### src/rtl/dlib_pkg.sv
// rtl/dlib_pkg.sv - shared types and constants for the dlib pipeline library
package dlib_pkg;

  typedef enum logic [1:0] {
    SKID_EMPTY = 2'd0,
    SKID_BUSY  = 2'd1,
    SKID_FULL  = 2'd2
  } skid_state_e;

  localparam int SKID_DEPTH = 2;

endpackage

### src/rtl/dlib_dff_en.sv
// rtl/dlib_dff_en.sv - enable-gated register with asynchronous active-high reset to zero
module dlib_dff_en #(
  parameter int WIDTH = 32
) (
  input  logic             clk,
  input  logic             rst,
  input  logic             en,
  input  logic [WIDTH-1:0] d,
  output logic [WIDTH-1:0] q
);

  logic [WIDTH-1:0] val_q;
  logic [WIDTH-1:0] val_d;

  always_comb begin
    val_d = val_q;
    if (en) val_d = d;
  end

  always_ff @(posedge clk or posedge rst) begin
    if (rst) val_q <= '0;
    else     val_q <= val_d;
  end

  assign q = val_q;

endmodule

### src/rtl/dlib_skid_buf.sv
// rtl/dlib_skid_buf.sv - two-entry fully registered valid/ready skid buffer
// Optional synchronous flush port enabled by DLIB_SKID_BUF_FLUSH_EN.
module dlib_skid_buf
  import dlib_pkg::*;
#(
  parameter int WIDTH = 32
) (
  input  logic             clk,
  input  logic             rst,
`ifdef DLIB_SKID_BUF_FLUSH_EN
  input  logic             flush,
`endif
  input  logic             in_valid,
  output logic             in_ready,
  input  logic [WIDTH-1:0] in_data,
  output logic             out_valid,
  input  logic             out_ready,
  output logic [WIDTH-1:0] out_data
);

  skid_state_e      state_q, state_d;
  logic             in_ready_q, in_ready_d;
  logic             in_fire, out_fire;
  logic             main_en, skid_en, main_from_skid;
  logic [WIDTH-1:0] main_din, skid_q;

  assign out_valid = (state_q != SKID_EMPTY);
  assign in_ready  = in_ready_q;
  assign in_fire   = in_valid & in_ready_q;
  assign out_fire  = out_valid & out_ready;
  assign main_din  = main_from_skid ? skid_q : in_data;

  always_comb begin
    state_d        = state_q;
    main_en        = 1'b0;
    skid_en        = 1'b0;
    main_from_skid = 1'b0;
    case (state_q)
      SKID_EMPTY: begin
        if (in_fire) begin
          main_en = 1'b1;
          state_d = SKID_BUSY;
        end
      end
      SKID_BUSY: begin
        if (in_fire && out_fire) begin
          main_en = 1'b1;
        end else if (in_fire) begin
          skid_en = 1'b1;
          state_d = SKID_FULL;
        end else if (out_fire) begin
          state_d = SKID_EMPTY;
        end
      end
      SKID_FULL: begin
        if (out_fire) begin
          main_en        = 1'b1;
          main_from_skid = 1'b1;
          state_d        = SKID_BUSY;
        end
      end
      default: state_d = SKID_EMPTY;
    endcase
`ifdef DLIB_SKID_BUF_FLUSH_EN
    // Flush wins over any handshake on the same edge; stored data is left untouched.
    if (flush) begin
      state_d = SKID_EMPTY;
      main_en = 1'b0;
      skid_en = 1'b0;
    end
`endif
    in_ready_d = (state_d != SKID_FULL);
  end

  always_ff @(posedge clk or posedge rst) begin
    if (rst) begin
      state_q    <= SKID_EMPTY;
      in_ready_q <= 1'b0;
    end else begin
      state_q    <= state_d;
      in_ready_q <= in_ready_d;
    end
  end

  dlib_dff_en #(.WIDTH(WIDTH)) u_main (
    .clk (clk),
    .rst (rst),
    .en  (main_en),
    .d   (main_din),
    .q   (out_data)
  );

  dlib_dff_en #(.WIDTH(WIDTH)) u_skid (
    .clk (clk),
    .rst (rst),
    .en  (skid_en),
    .d   (in_data),
    .q   (skid_q)
  );

endmodule

### config.mk
export PLATFORM = sky130hd
export DESIGN_NAME = dlib_skid_buf
export DESIGN_NICKNAME = d
export VERILOG_FILES = /design/src/rtl/dlib_pkg.sv /design/src/rtl/dlib_dff_en.sv /design/src/rtl/dlib_skid_buf.sv
export SDC_FILE = /design/constraint.sdc
export NUM_CORES = 1
export LEC_CHECK = 0
export CORE_ASPECT_RATIO = 1.4
export CORE_UTILIZATION = 51
export DETAILED_ROUTE_END_ITERATION = 7
export PLACE_DENSITY = 0.8
export SKIP_CTS_REPAIR_TIMING = 1
export SLEW_MARGIN = 20
export SYNTH_ARGS = -nofsm -noshare
export SYNTH_HDL_FRONTEND = slang
export SYNTH_HIERARCHICAL = 1
export SYNTH_SLANG_ARGS = --single-unit
### constraint.sdc
create_clock -name clk -period 1.9 [get_ports clk]
set_input_delay 0.38 -clock clk [delete_from_list [all_inputs] [get_ports clk]]
set_output_delay 0.38 -clock clk [all_outputs]
set_load 0.01 [all_outputs]
==> Yosys cells after proc, flatten, opt, wreduce, memory -nomap -nowiden <==
Cells that the tools add are included.
{ "op_classes": {"n_mul": 0, "n_reduce_logical": 3, "order_cmp": 0, "n_div": 0, "addsub": 0, "n_bitwise": 2, "muxes": 14, "eq_ne": 3, "n_shift": 0} }
{ "ops": {"columns": ["cell", "count"], "rows": [
  ["$mux W32", 1],
  ["$mux W2", 5],
  ["$mux W1", 6],
  ["$pmux W2 S3", 1],
  ["$pmux W1 S3", 1],
  ["$and A1 B1 Y1", 2],
  ["$eq A2 B1 Y1 const B", 1],
  ["$eq A2 B2 Y1 const B", 1],
  ["$logic_not A2 Y1", 1],
  ["$ne A2 B2 Y1 const B", 1],
  ["$reduce_bool A2 Y1", 1],
  ["$logic_and A1 B1 Y1", 1]
]} }
{ "word_totals": {"in_bits": 36, "romBits": 0, "latch_bits": 0, "out_inout_bits": 34, "register_bits": 67, "mem_count": 0, "elab_cells": 26, "ramBits": 0} }

==> Depth between registers and ports, before layout <==
Gate-level depths: netlist of the first run.
{ "logic_depth": {"ltp_word": 7, "depth_mapped": 7, "depth_no_buf": 4} }

==> By module <==
The synthesis of the first run kept the hierarchy.
{ "modules_own_cells": {"columns": ["module", "seq_area_each_um2", "cells_per_inst", "area_per_inst_um2", "n_inst"], "rows": [
  ["dlib_dff_en", 800.8, 69, 1348.8, 2],
  ["dlib_skid_buf", 75.1, 54, 683.2, 1]
]} }

==> Worst setup path after synthesis of the first run <==
No wires, ideal clock.
{ "synth_path": {"path_kind": "reg2reg", "startpoint": "register state_q[1]", "endpoint": "register u_main.val_q[0] (netlist: u_main/q[0])", "path_stages_with_launch": 7, "required_ps": 1775, "synth_period_minus_slack_ps": 1668, "n_path_buf": 2, "path_slack_ps": 232, "setup_ps": 125, "arrival_time_ps": 1543, "path_cell_list": "dfrtp_1 or2_2 o21a_1 nand2_1 buf_6 buf_12 mux2_4"} }
{ "synth_between": {"elab_chain_len": 5, "elab_cells_between_ends": 11, "cone_classes": "eq/ne (2); mux (5); bitwise (1); reduce/logical (3)"} }
{ "synth_lines": {"columns": ["element", "line_no", "source"], "rows": [
  ["start, declared", "dlib_skid_buf.sv:21", "skid_state_e state_q, state_d;"],
  ["start signal, assigned", "dlib_skid_buf.sv:80", "state_q <= state_d;"],
  ["$reduce_bool A2 Y1 (*)", "dlib_skid_buf.sv:27", "assign out_valid = (state_q != SKID_EMPTY);"],
  ["via out_valid", "dlib_skid_buf.sv:16", "output logic out_valid,"],
  ["$and A1 B1 Y1 (*)", "dlib_skid_buf.sv:30", "assign out_fire = out_valid & out_ready;"],
  ["$logic_and A1 B1 Y1", "dlib_skid_buf.sv:46", "if (in_fire && out_fire) begin"],
  ["$mux W1", "dlib_skid_buf.sv:46", null],
  ["$pmux W1 S3 (*)", "dlib_skid_buf.sv:38", "case (state_q)"],
  ["via main_en", "dlib_skid_buf.sv:24", "logic main_en, skid_en, main_from_skid;"],
  ["end signal, assigned", "dlib_dff_en.sv:22", "else val_q <= val_d;"],
  ["end, declared", "dlib_dff_en.sv:12", "logic [WIDTH-1:0] val_q;"]
]} }
The timed path passes the listed nets; every way through them passes the cells marked *.
A chain may end at the register's enable or synchronous reset.

==> Final worst setup path of the first run <==
{ "layout_path": {"startpoint": "input port out_ready", "endpoint": "register u_main.val_q[11] (netlist: u_main/q[11])"} }
{ "layout_between": {"elab_chain_len": 4, "elab_cells_between_ends": 7, "cone_classes": "mux (5); bitwise (1); reduce/logical (1)"} }
{ "layout_lines": {"columns": ["element", "line_no", "source"], "rows": [
  ["start, declared", "dlib_skid_buf.sv:17", "input logic out_ready,"],
  ["$and A1 B1 Y1 (*)", "dlib_skid_buf.sv:30", null],
  ["$logic_and A1 B1 Y1", "dlib_skid_buf.sv:46", null],
  ["$mux W1", "dlib_skid_buf.sv:46", null],
  ["$pmux W1 S3 (*)", "dlib_skid_buf.sv:38", null],
  ["via main_en", "dlib_skid_buf.sv:24", null]
]} }
Marks and branches as above.

==> results of run 1 <==
==> synthesized netlist by cell type <==
master,instances
sky130_fd_sc_hd__buf_6,5
sky130_fd_sc_hd__dfrtp_1,67
sky130_fd_sc_hd__o21a_1,2
sky130_fd_sc_hd__o21ai_0,2
sky130_fd_sc_hd__buf_12,6
sky130_fd_sc_hd__inv_1,4
sky130_fd_sc_hd__nand2_1,4
sky130_fd_sc_hd__mux2_4,89
sky130_fd_sc_hd__mux2_2,7
sky130_fd_sc_hd__nand2b_1,1
sky130_fd_sc_hd__and3b_1,1
sky130_fd_sc_hd__nor2b_1,1
sky130_fd_sc_hd__or2_2,1
sky130_fd_sc_hd__mux2i_1,1
sky130_fd_sc_hd__nand3b_4,1
==> layer usage <==
layer  vias up  global-route usage (%)
met1       926                   24.20
met4         0                   6.615
met2        52                   34.39
met3        12                   5.779
met5         -                       0
li1        832                       -
==> state kept, by name, summed over array words and instances (netlist names) <==
| name | flops |
|---|---|
| u_skid/q | 32 |
| state_q | 2 |
| u_main/q | 32 |
| in_ready | 1 |
==> logic make-up after synthesis <==
kind of cell / count (synthesis) / synth area share (%)
AND/OR/NAND/NOR: 9 / 1.851
flip-flops: 67 / 49.59
multiplexers: 97 / 42.15
AO/OA/AOI/OAI: 4 / 0.7401
buffers and inverters: 15 / 5.662
==> worst paths after layout <==
kind	from	end	slack (ns)	cells past startpoint
max	out_ready	u_main/q[11]	0.13	6
min	rst	state_q[0]	0.32	2
max reg2reg	state_q[1]	u_main/q[11]	0.16	5
min reg2reg	u_main/q[16]	u_main/q[16]	0.51	1
max in group asynchronous	rst	u_skid/q[10]	1.10	3
min in group clk	u_main/q[16]	u_main/q[16]	0.51	1
==> cell type report <==
cell class | count | area [um^2]
fill | 471 | 1964
sequential | 67 | 1678
multi-input combinational | 110 | 1515
timing repair buffer | 82 | 865.8
clock buffer | 10 | 137.6
tap | 72 | 90.09
clock inverter | 5 | 30.03
inverter | 4 | 15.01
==> power by group through the flow <==
stage | combinational, W | sequential, W | clock (W)
after floorplan | 0.00186 | 0.00266 | 0
after global routing | 0.00313 | 0.00268 | 0.00112
after global placement | 0.00291 | 0.00258 | 0
after detailed placement | 0.00298 | 0.00260 | 0
after CTS | 0.00299 | 0.00260 | 0.00106
final | 0.00297 | 0.00260 | 0.00102
==> cell usage in the layout, fill, tap and decap left out <==
| cell type | Yosys | final |
|---|---|---|
| sky130_fd_sc_hd__and3b_1 | 1 | 1 |
| sky130_fd_sc_hd__buf_12 | 6 | 6 |
| sky130_fd_sc_hd__buf_4 | 0 | 7 |
| sky130_fd_sc_hd__clkbuf_8 | 0 | 10 |
| sky130_fd_sc_hd__clkdlybuf4s50_1 | 0 | 68 |
| sky130_fd_sc_hd__clkinv_2 | 0 | 3 |
| sky130_fd_sc_hd__clkinvlp_4 | 0 | 2 |
| sky130_fd_sc_hd__dfrtp_1 | 67 | 66 |
| sky130_fd_sc_hd__dfrtp_2 | 0 | 1 |
| sky130_fd_sc_hd__dlymetal6s2s_1 | 0 | 1 |
| sky130_fd_sc_hd__inv_1 | 4 | 3 |
| sky130_fd_sc_hd__inv_2 | 0 | 1 |
| sky130_fd_sc_hd__mux2_2 | 7 | 7 |
| sky130_fd_sc_hd__mux2_4 | 89 | 89 |
| sky130_fd_sc_hd__mux2i_1 | 1 | 1 |
| sky130_fd_sc_hd__nand2_1 | 4 | 3 |
| sky130_fd_sc_hd__nand2_2 | 0 | 1 |
| sky130_fd_sc_hd__nand2b_1 | 1 | 1 |
| sky130_fd_sc_hd__nand3b_4 | 1 | 1 |
| sky130_fd_sc_hd__nor2b_1 | 1 | 1 |
| sky130_fd_sc_hd__o21a_1 | 2 | 2 |
| sky130_fd_sc_hd__o21ai_0 | 2 | 2 |
| sky130_fd_sc_hd__or2_2 | 1 | 1 |
==> through the flow <==
stage | total power, W | setup WS, ns | util (%) | cells | instance area (um^2)
global placement | 0.005493 | -0.1412 | 66.08 | 335 | 4160
finish | 0.006581 | 0.1331 | 68.80 | 350 | 4332
detailed placement | 0.005578 | -0.2048 | 66.08 | 335 | 4160
global route | 0.006942 | 0.09940 | 68.80 | 350 | 4332
floorplan | 0.004524 | 0.2322 | - | 192 | 3381
CTS | 0.006653 | -0.07828 | 68.74 | 350 | 4328
==> critical path, cell delays in order <==
cell                              delay, ns
sky130_fd_sc_hd__clkdlybuf4s50_1       0.62
sky130_fd_sc_hd__nand3b_4              0.15
sky130_fd_sc_hd__o21a_1                0.15
sky130_fd_sc_hd__nand2_2               0.10
sky130_fd_sc_hd__buf_12                0.21
sky130_fd_sc_hd__mux2_2                0.36
==> metrics list, run 1 <==
- Worst IR drop on VDD: 0.0008114 V
- After clock tree synthesis, the clock-pin slew on the worst setup and hold paths is 0.07 ns.
- Hold WS: 0.3238 ns
- Core region area: 6296 um^2
- Counting flops and latches in the post-synthesis netlist gives 67.
* Number of ports placed on the die boundary: 70
* Number of warning messages in the yosys log: 6
- Cell-internal power: 0.004690 W
* Final-layout setup total negative slack: 0 ns
* Placer's final routability congestion estimate: 0.7434
- Crit path launch type: input pin
- Synthesized area: 3381 um^2
- For the worst setup path, the data arrival time is 1.99 ns.
- CTS saw 67 sinks.
- The die covers 6963 um^2.
* Kind of end point of the critical path: flop
* Via count: 1,822
- TritonCTS built the clock tree.
- The pre-antenna-repair detailed-routing pass consisted of 8 iterations.
* Standard-cell rows: 34
* RSZ-0062 raised after global routing: false
- sky130_fd_sc_hd__dfrtp_1 takes more of the synthesized area than any other cell.
- For this run, the top clock speed supported by timing is 0.5660 GHz.
* Highest routed metal layer: met4
- Initial Util: 53.70%
- The share of total power dissipated in the clock network is 15.5%.
- For this run, the total global-route usage over all layers was measured as 20.10%.
- After detailed routing, the wire length on met1 is 2593 um.
* Final setup vio count: 0
- Number of H-tree branching levels: 3
* Result of the run: finished, violations left
- Post-route antenna net violation count: 0
- At the pin with the least slew margin, the transition time is 0.2969 ns.
- The die is 70.81 um wide.
- Proportion of total power due to net switching: 28.74%
- Pin count of the biggest net entering global routing: 23
* Layout area overhead: 28.13%
- Y dimension of the die: 98.34 um
- Dividing the final minimum period by the clock period gives 92.99%.
* Port Buffers: 69
* Final max-slew violation count: 0
- Cells with a size suffix above 1 make up 46.40% of the layout.
- Synthesis produced a netlist whose cell count is 192.
* Normalized max-slew margin: 80.21%
* Routed length per placed instance: 18.01 um
- The routed design could run at a clock period as short as 1.767 ns.
* Gr ovfl total: 0
* Number of distinct library cells after synthesis: 15
- Routed WL: 6303 um
* Ratio of routed vias to standard cells: 5.206
- Summed over all nets, the switching power comes to 0.001892 W.
- The detailed router finished its first iteration with 106 violations.
* Met3 wire len: 236 um
* Leakage Power: 2.070 nW
- Proportion of synthesized chip area in sequential cells: 49.59%
- Combinational power share: 45.1%
* Critical Path Fanout Max: 22
* Final routed DRC violation total: 8
- The tool flagged a number of max-cap violations equal to 0.
* Cell at the root of the clock tree: sky130_fd_sc_hd__clkbuf_8
* Failing checks: design-rule violations
* Power share of the sequential group: 39.5%
* Hold WC Path Type: input pin to asynchronous set/reset pin
- TritonCTS created 9 clock buffers.
- Crit path kind: input pin to flop
- Layout Nets: 310
- Power spread over the standard cell area amounts to 1519 nW/um^2.
* Clock network latency to the later pin of the worst-skew pair: 0.34 ns
- The number of nets handed over by synthesis was 228.
- Synthesized area divided by synthesized cell count: 17.61 um^2
- The number of global-route vias before repair was 2,036.
* Req. time, crit path: 2.13 ns
* Global-route wire length before repair: 10,530 um
* Area share of the largest cell type after synthesis: 49.59%
* Clock skew: 0.005174 ns
- In this run the deepest clock path goes through 2 buffers.
- Routed met2 length: 3354 um
- Sorting the synthesized cells by area gives the leading types as sky130_fd_sc_hd__dfrtp_1 50%, sky130_fd_sc_hd__mux2_4 40%, sky130_fd_sc_hd__buf_12 3.6%.
- Antenna Cells: 0
- Dpl hpwl: 4296 um
* Final Hold Violating Endpoints: 0
* Number of antenna violations at the first check in global routing: 0
No activity file was read; power rests on OpenSTA's default activity.
==> inputs of run 2 (changes only) <==
--- a/config.mk
+++ b/config.mk
@@ -9,6 +9,7 @@
 export CORE_UTILIZATION = 51
 export DETAILED_ROUTE_END_ITERATION = 7
 export PLACE_DENSITY = 0.8
+export RECOVER_POWER = 25
 export SKIP_CTS_REPAIR_TIMING = 1
 export SLEW_MARGIN = 20
 export SYNTH_ARGS = -nofsm -noshare
==> run 2 against run 1 <==
Against the previous run:
- the flow still finishes with violations (design-rule violations)
- final area shrank 0.23%
- combinational power is essentially flat
- global-route usage unchanged
==> metrics list, run 2 (synthesis results as in run 1) <==
* Dpl hpwl: 4296 um
- Antenna Cells: 0
- Ratio of routed vias to standard cells: 5.191
* Y dimension of the die: 98.34 um
- Derived from the worst setup path, the maximum achievable clock frequency is 0.5657 GHz.
* Hold WS: 0.4369 ns
- Measured in cells, the most critical reg-to-reg path has a length of 5.
- Across the whole layout, storage elements account for 1678 um^2.
- The number of global-route vias before repair is 2,036.
* Cell at the root of the clock tree: sky130_fd_sc_hd__clkbuf_8
* Pin count of the biggest net entering global routing: 23
- After filler insertion, the fill cell instance count of the layout stands at 476.
- Together, buffers and inverters on the worst path number 2.
* Critical Path Fanout Max: 22
- Number of ports placed on the die boundary: 70
- Crit path launch type: input pin
- Setup repair after global routing left no endpoint under its margin.
- The first global-routing pass estimated 10,530 um of wire.
- The total area inside the core boundary comes to 6296 um^2.
- Clock skew: 0.005193 ns
* Slowest CP cell: sky130_fd_sc_hd__clkdlybuf4s50_1
- CTS built an H-tree with a depth of 3.
- Routed WL: 6308 um
* Failing checks: design-rule violations
- TritonCTS built the clock tree.
- The number of max-slew violations in the final report was 0.
- The number of antenna violations at the first check in global routing was 0.
* Result of the run: finished, violations left
- Final routed DRC violation total: 4
* Req. time, crit path: 2.13 ns
- CTS saw 67 sinks.
- Port Buffers: 69
* Crit path kind: input pin to flop
- Time the worst path needs with I/O delays and setup: 1.768 ns
- STA classifies the critical path endpoint as a flop.
- The worst pin sits at a relative slew slack of 60.48%.
- In this run the deepest clock path goes through 2 buffers.
- At the pin with the least slew margin, the transition time is 0.5928 ns.
- Die boundary width: 70.81 um
- For the final routed database, the setup TNS stands at 0 ns.
* Total of max-cap violations: 0
- Iter 0 DRT Violations: 96
* Leakage Power: 2.062 nW
- After clock tree synthesis, the clock-pin slew on the worst setup and hold paths is 0.07 ns.
- The worst hold path belongs to the class input pin to asynchronous set/reset pin.
* Gate family responsible for the most delay along the worst path: buffers and inverters
- Area of combinational cells with multiple inputs: 1515 um^2
* Number of buffers added by the clock tree synthesis step: 9
- Standard-cell rows: 34
* Floorplan die area: 6963 um^2
- Cell chain of the critical path: clkdlybuf4s50_1, nand3b_4, o21a_1, nand2_2, buf_12, mux2_2
* Core utilization of the finished layout: 68.64%
- Routed length per placed instance: 18.02 um
* Commonest cells after routing, fill and taps aside: 89 x sky130_fd_sc_hd__mux2_4, 67 x sky130_fd_sc_hd__clkdlybuf4s50_1, 66 x sky130_fd_sc_hd__dfrtp_1
- For the worst-skew pair, the clock arrives at the later sink with an insertion delay of 0.34 ns.
* Placer's final routability congestion estimate: 0.7434
- Most common library cell in the layout ignoring fill and taps: sky130_fd_sc_hd__mux2_4
- Final Hold Violating Endpoints: 0
* Layout area overhead: 27.83%
* Post-route antenna net violation count: 0
* Detailed Routing Iterations Pass 1: 8
* Instance count on the critical path: 6
* Layout Nets: 310
- Worst Path Arrival: 1.99 ns
- Worst IR drop on VDD: 0.0008067 V
- Combined global-route utilization of all metal layers: 20.10%
* Maximum single-stage delay on the critical path: 0.62 ns
- Via count: 1,817
- Fraction of layout instances using a drive strength above 1: 45.68%
* Power per cell area: 1522 nW/um^2
- Setup violations remaining at the end of the flow were counted as 0.
* Gr ovfl total: 0
* Initial Util: 53.70%
* Final critical-path share of the clock period: 93.03%
[run 2: cell count changes in the layout (fill, tap and decap cells not counted)]
cell / previous run / this run
sky130_fd_sc_hd__buf_4: 7 / 4
sky130_fd_sc_hd__clkbuf_2: 0 / 1
sky130_fd_sc_hd__clkbuf_1: 0 / 2
sky130_fd_sc_hd__dlygate4sd3_1: 0 / 1
sky130_fd_sc_hd__clkdlybuf4s50_1: 68 / 67
[run 2: final timing paths]
check | from | end | slack, ns
max reg2reg | state_q[1] | u_main/q[11] | 0.16
min in group clk | u_main/q[16] | u_main/q[16] | 0.51
max in group asynchronous | rst | u_skid/q[31] | 0.75
min | rst | state_q[0] | 0.44
min reg2reg | u_main/q[16] | u_main/q[16] | 0.51
max | out_ready | u_main/q[11] | 0.13
[run 2: where the power goes]
part / switching (W) / leakage (nW) / internal (W)
logic: 0.000924 / 1.19 / 0.00204
registers: 0.000444 / 0.788 / 0.00215
clock network: 0.000523 / 0.0839 / 0.000494
[run 2: final cells by class]
| type | instances | share of cell area [%] |
|---|---|---|
| inverter | 4 | 0.3474 |
| clock inverter | 5 | 0.6948 |
| tap | 72 | 2.085 |
| timing repair buffer | 82 | 19.80 |
| sequential | 67 | 38.82 |
| clock buffer | 10 | 3.185 |
| multi-input combinational | 110 | 35.06 |
[run 2: per-layer routing]
layer  vias to the layer above  GRT usage [%]  wire length [um]
met5                         -              0                 0
li1                        832              -                 -
met4                         0          6.615               118
met2                        50          34.39              3352
met1                       923          24.20              2622
met3                        12          5.779               214
[run 2: worst register-to-register path, delay by kind of cell (launching register included)]
family,cells,cell delay (ns)
AOI/OAI and AO/OA,1,0.20
buffers and inverters,1,0.21
DFF,1,0.44
muxes,1,0.37
and+or+nand+nor,2,0.42
[run 2: through the flow]
stage | total power, W | setup WS (ns) | cell area, um^2 | cells
floorplan | 0.004524 | 0.2322 | 3381 | 192
global placement | 0.005493 | -0.1412 | 4160 | 335
detailed placement | 0.005578 | -0.2048 | 4160 | 335
CTS | 0.006653 | -0.07828 | 4328 | 350
global route | 0.006938 | 0.09940 | 4322 | 350
finish | 0.006578 | 0.1324 | 4322 | 350
==> inputs of run 3 (changes only) <==
--- a/config.mk
+++ b/config.mk
@@ -5,12 +5,15 @@
 export SDC_FILE = /design/constraint.sdc
 export NUM_CORES = 1
 export LEC_CHECK = 0
+export CAP_MARGIN = 10
 export CORE_ASPECT_RATIO = 1.4
 export CORE_UTILIZATION = 51
 export DETAILED_ROUTE_END_ITERATION = 7
+export GPL_ROUTABILITY_DRIVEN = 0
 export PLACE_DENSITY = 0.8
 export RECOVER_POWER = 25
 export SKIP_CTS_REPAIR_TIMING = 1
+export SKIP_LAST_GASP = 1
 export SLEW_MARGIN = 20
 export SYNTH_ARGS = -nofsm -noshare
 export SYNTH_HDL_FRONTEND = slang
==> results of run 3 <==
Same layout as run 2: the final DEF is identical, and so are final timing and power.
==> RTL change: new RTL, flow settings as in run 3 <==
`WIDTH` is set to 32 in 2 places; all go to 64.
--- a/src/rtl/dlib_dff_en.sv
+++ b/src/rtl/dlib_dff_en.sv
@@ -1,5 +1,5 @@
 // rtl/dlib_dff_en.sv - enable-gated register with asynchronous active-high reset to zero
 module dlib_dff_en #(
-  parameter int WIDTH = 32
+  parameter int WIDTH = 64
 ) (
   input  logic             clk,
--- a/src/rtl/dlib_skid_buf.sv
+++ b/src/rtl/dlib_skid_buf.sv
@@ -4,5 +4,5 @@
   import dlib_pkg::*;
 #(
-  parameter int WIDTH = 32
+  parameter int WIDTH = 64
 ) (
   input  logic             clk,
Interface: changed (resized in_data and out_data); port bits go from 70 to 134. The function was not compared with the original's and may differ.
==> RTL change against run 3 <==
  * Sequential power increased by 97%
  * Register-to-register slack got worse by 20 ps
  * Sequential cell count is 64 higher
  * Synthesized area is 93% higher
  * Routed wire length up 110%
  * Worst setup slack better by 12 ps
  * First-iteration DRC count fell by 18%
  * Global-route usage rose by 1.6 points
  * Power up 120%
  * Design area rose by 100%
  * Worst hold slack worse by 14 ps
  * Core utilization up 1.8 points
==> RTL change: results (changes against run 3) <==
clockRootBuffer: "clkbuf_16"
port_buffers: 133  # +93%
critical_path.endpoint: "u_main/q[19]$_DFFE_PP0P_"
htreeDepth: 4  # +1
final_nets: 585  # +89%
post-dp-hpwl_um: 9210  # +110%
syn_inst: 362  # +89%
drive_gt1_share_pct: 47.4  # +1.7 points
synth_compound_area_share_pct: 0.384  # -0.36 points
cts_buffers: 17  # +8
ir_drop_mv: 0.689  # -15%
wirelength_um: 13500  # +110%
fin_skew_ps: 4.87  # -0.326 ps
syn_nets: 430  # +89%
arrival_ps: 2050  # +60 ps
cp-startpoint: "state_q[1]$_DFF_PP0_"
final_cells: 680  # +94%
dpl-instance-area_um2: 8050  # +94%
synth.area.top_cells: "dfrtp_1, mux2_4, mux2_2"
routed_via_density: 5.22  # +0.53%
slowest_delay_ps: 410  # -210 ps
placed_cells: 648  # +93%
grt_pass1_vias: 4063  # +100%
outcome: "finished clean"
synth_common_cells: "mux2_4, dfrtp_1, mux2_2"
[RTL change: changes by cell type in the layout (fill, tap and decap cells not counted), sizes merged]
| cell | run 3 | this run |
|---|---|---|
| mux2 | 96 | 192 |
| clkdlybuf4s50 | 67 | 131 |
| dfrtp | 67 | 131 |
| buf | 10 | 21 |
| clkbuf | 13 | 22 |
| bufinv | 0 | 6 |
| clkinvlp | 2 | 7 |
| inv | 4 | 2 |
| clkinv | 3 | 2 |
[RTL change: layer usage]
metal	wire [um]	share of wire [%]	up-vias	global-route usage, %
met5	0	0	-	0
met4	337	2.5	0	9.80
met3	481	3.6	22	4.75
met2	7050	52	97	36.4
li1	-	-	1591	-
met1	5670	42	1839	27.0
[RTL change: cells by family (layout without fill, tap and decap cells)]
logic type             count (synthesis)  after routing
AOI/OAI and AO/OA                      4              4
buffers and inverters                 25            193
DFF                                  131            131
muxes                                193            193
and+or+nand+nor                        9              9
[RTL change: metrics by stage]
step	worst slack [ps]	setup TNS (ps)	total power, mW
6_report	144	0	14.7
5_1_grt	53.8	0	15.4
4_1_cts	-107	-107	14.8
3_5_place_dp	-194	-18560	11.0
3_3_place_gp	-113	-10690	10.8
2_1_floorplan	134	0	8.80
[RTL change: where the power goes]
| group | total [mW] | switching (mW) | internal [mW] |
|---|---|---|---|
| logic | 5.87 | 1.88 | 4.00 |
| clock network | 3.70 | 1.21 | 2.49 |
| registers | 5.11 | 0.886 | 4.22 |
| total | 14.7 | 3.97 | 10.7 |
[RTL change: layout make-up]
class                           count  area, um2
Clock buffer                       19        443
Clock inverter                     13        231
Fill cell                         827       3660
Inverter                            4       25.0
Multi-Input combinational cell    206       2890
Sequential cell                   131       3280
Tap cell                          150        188
Timing Repair Buffer              157       1660
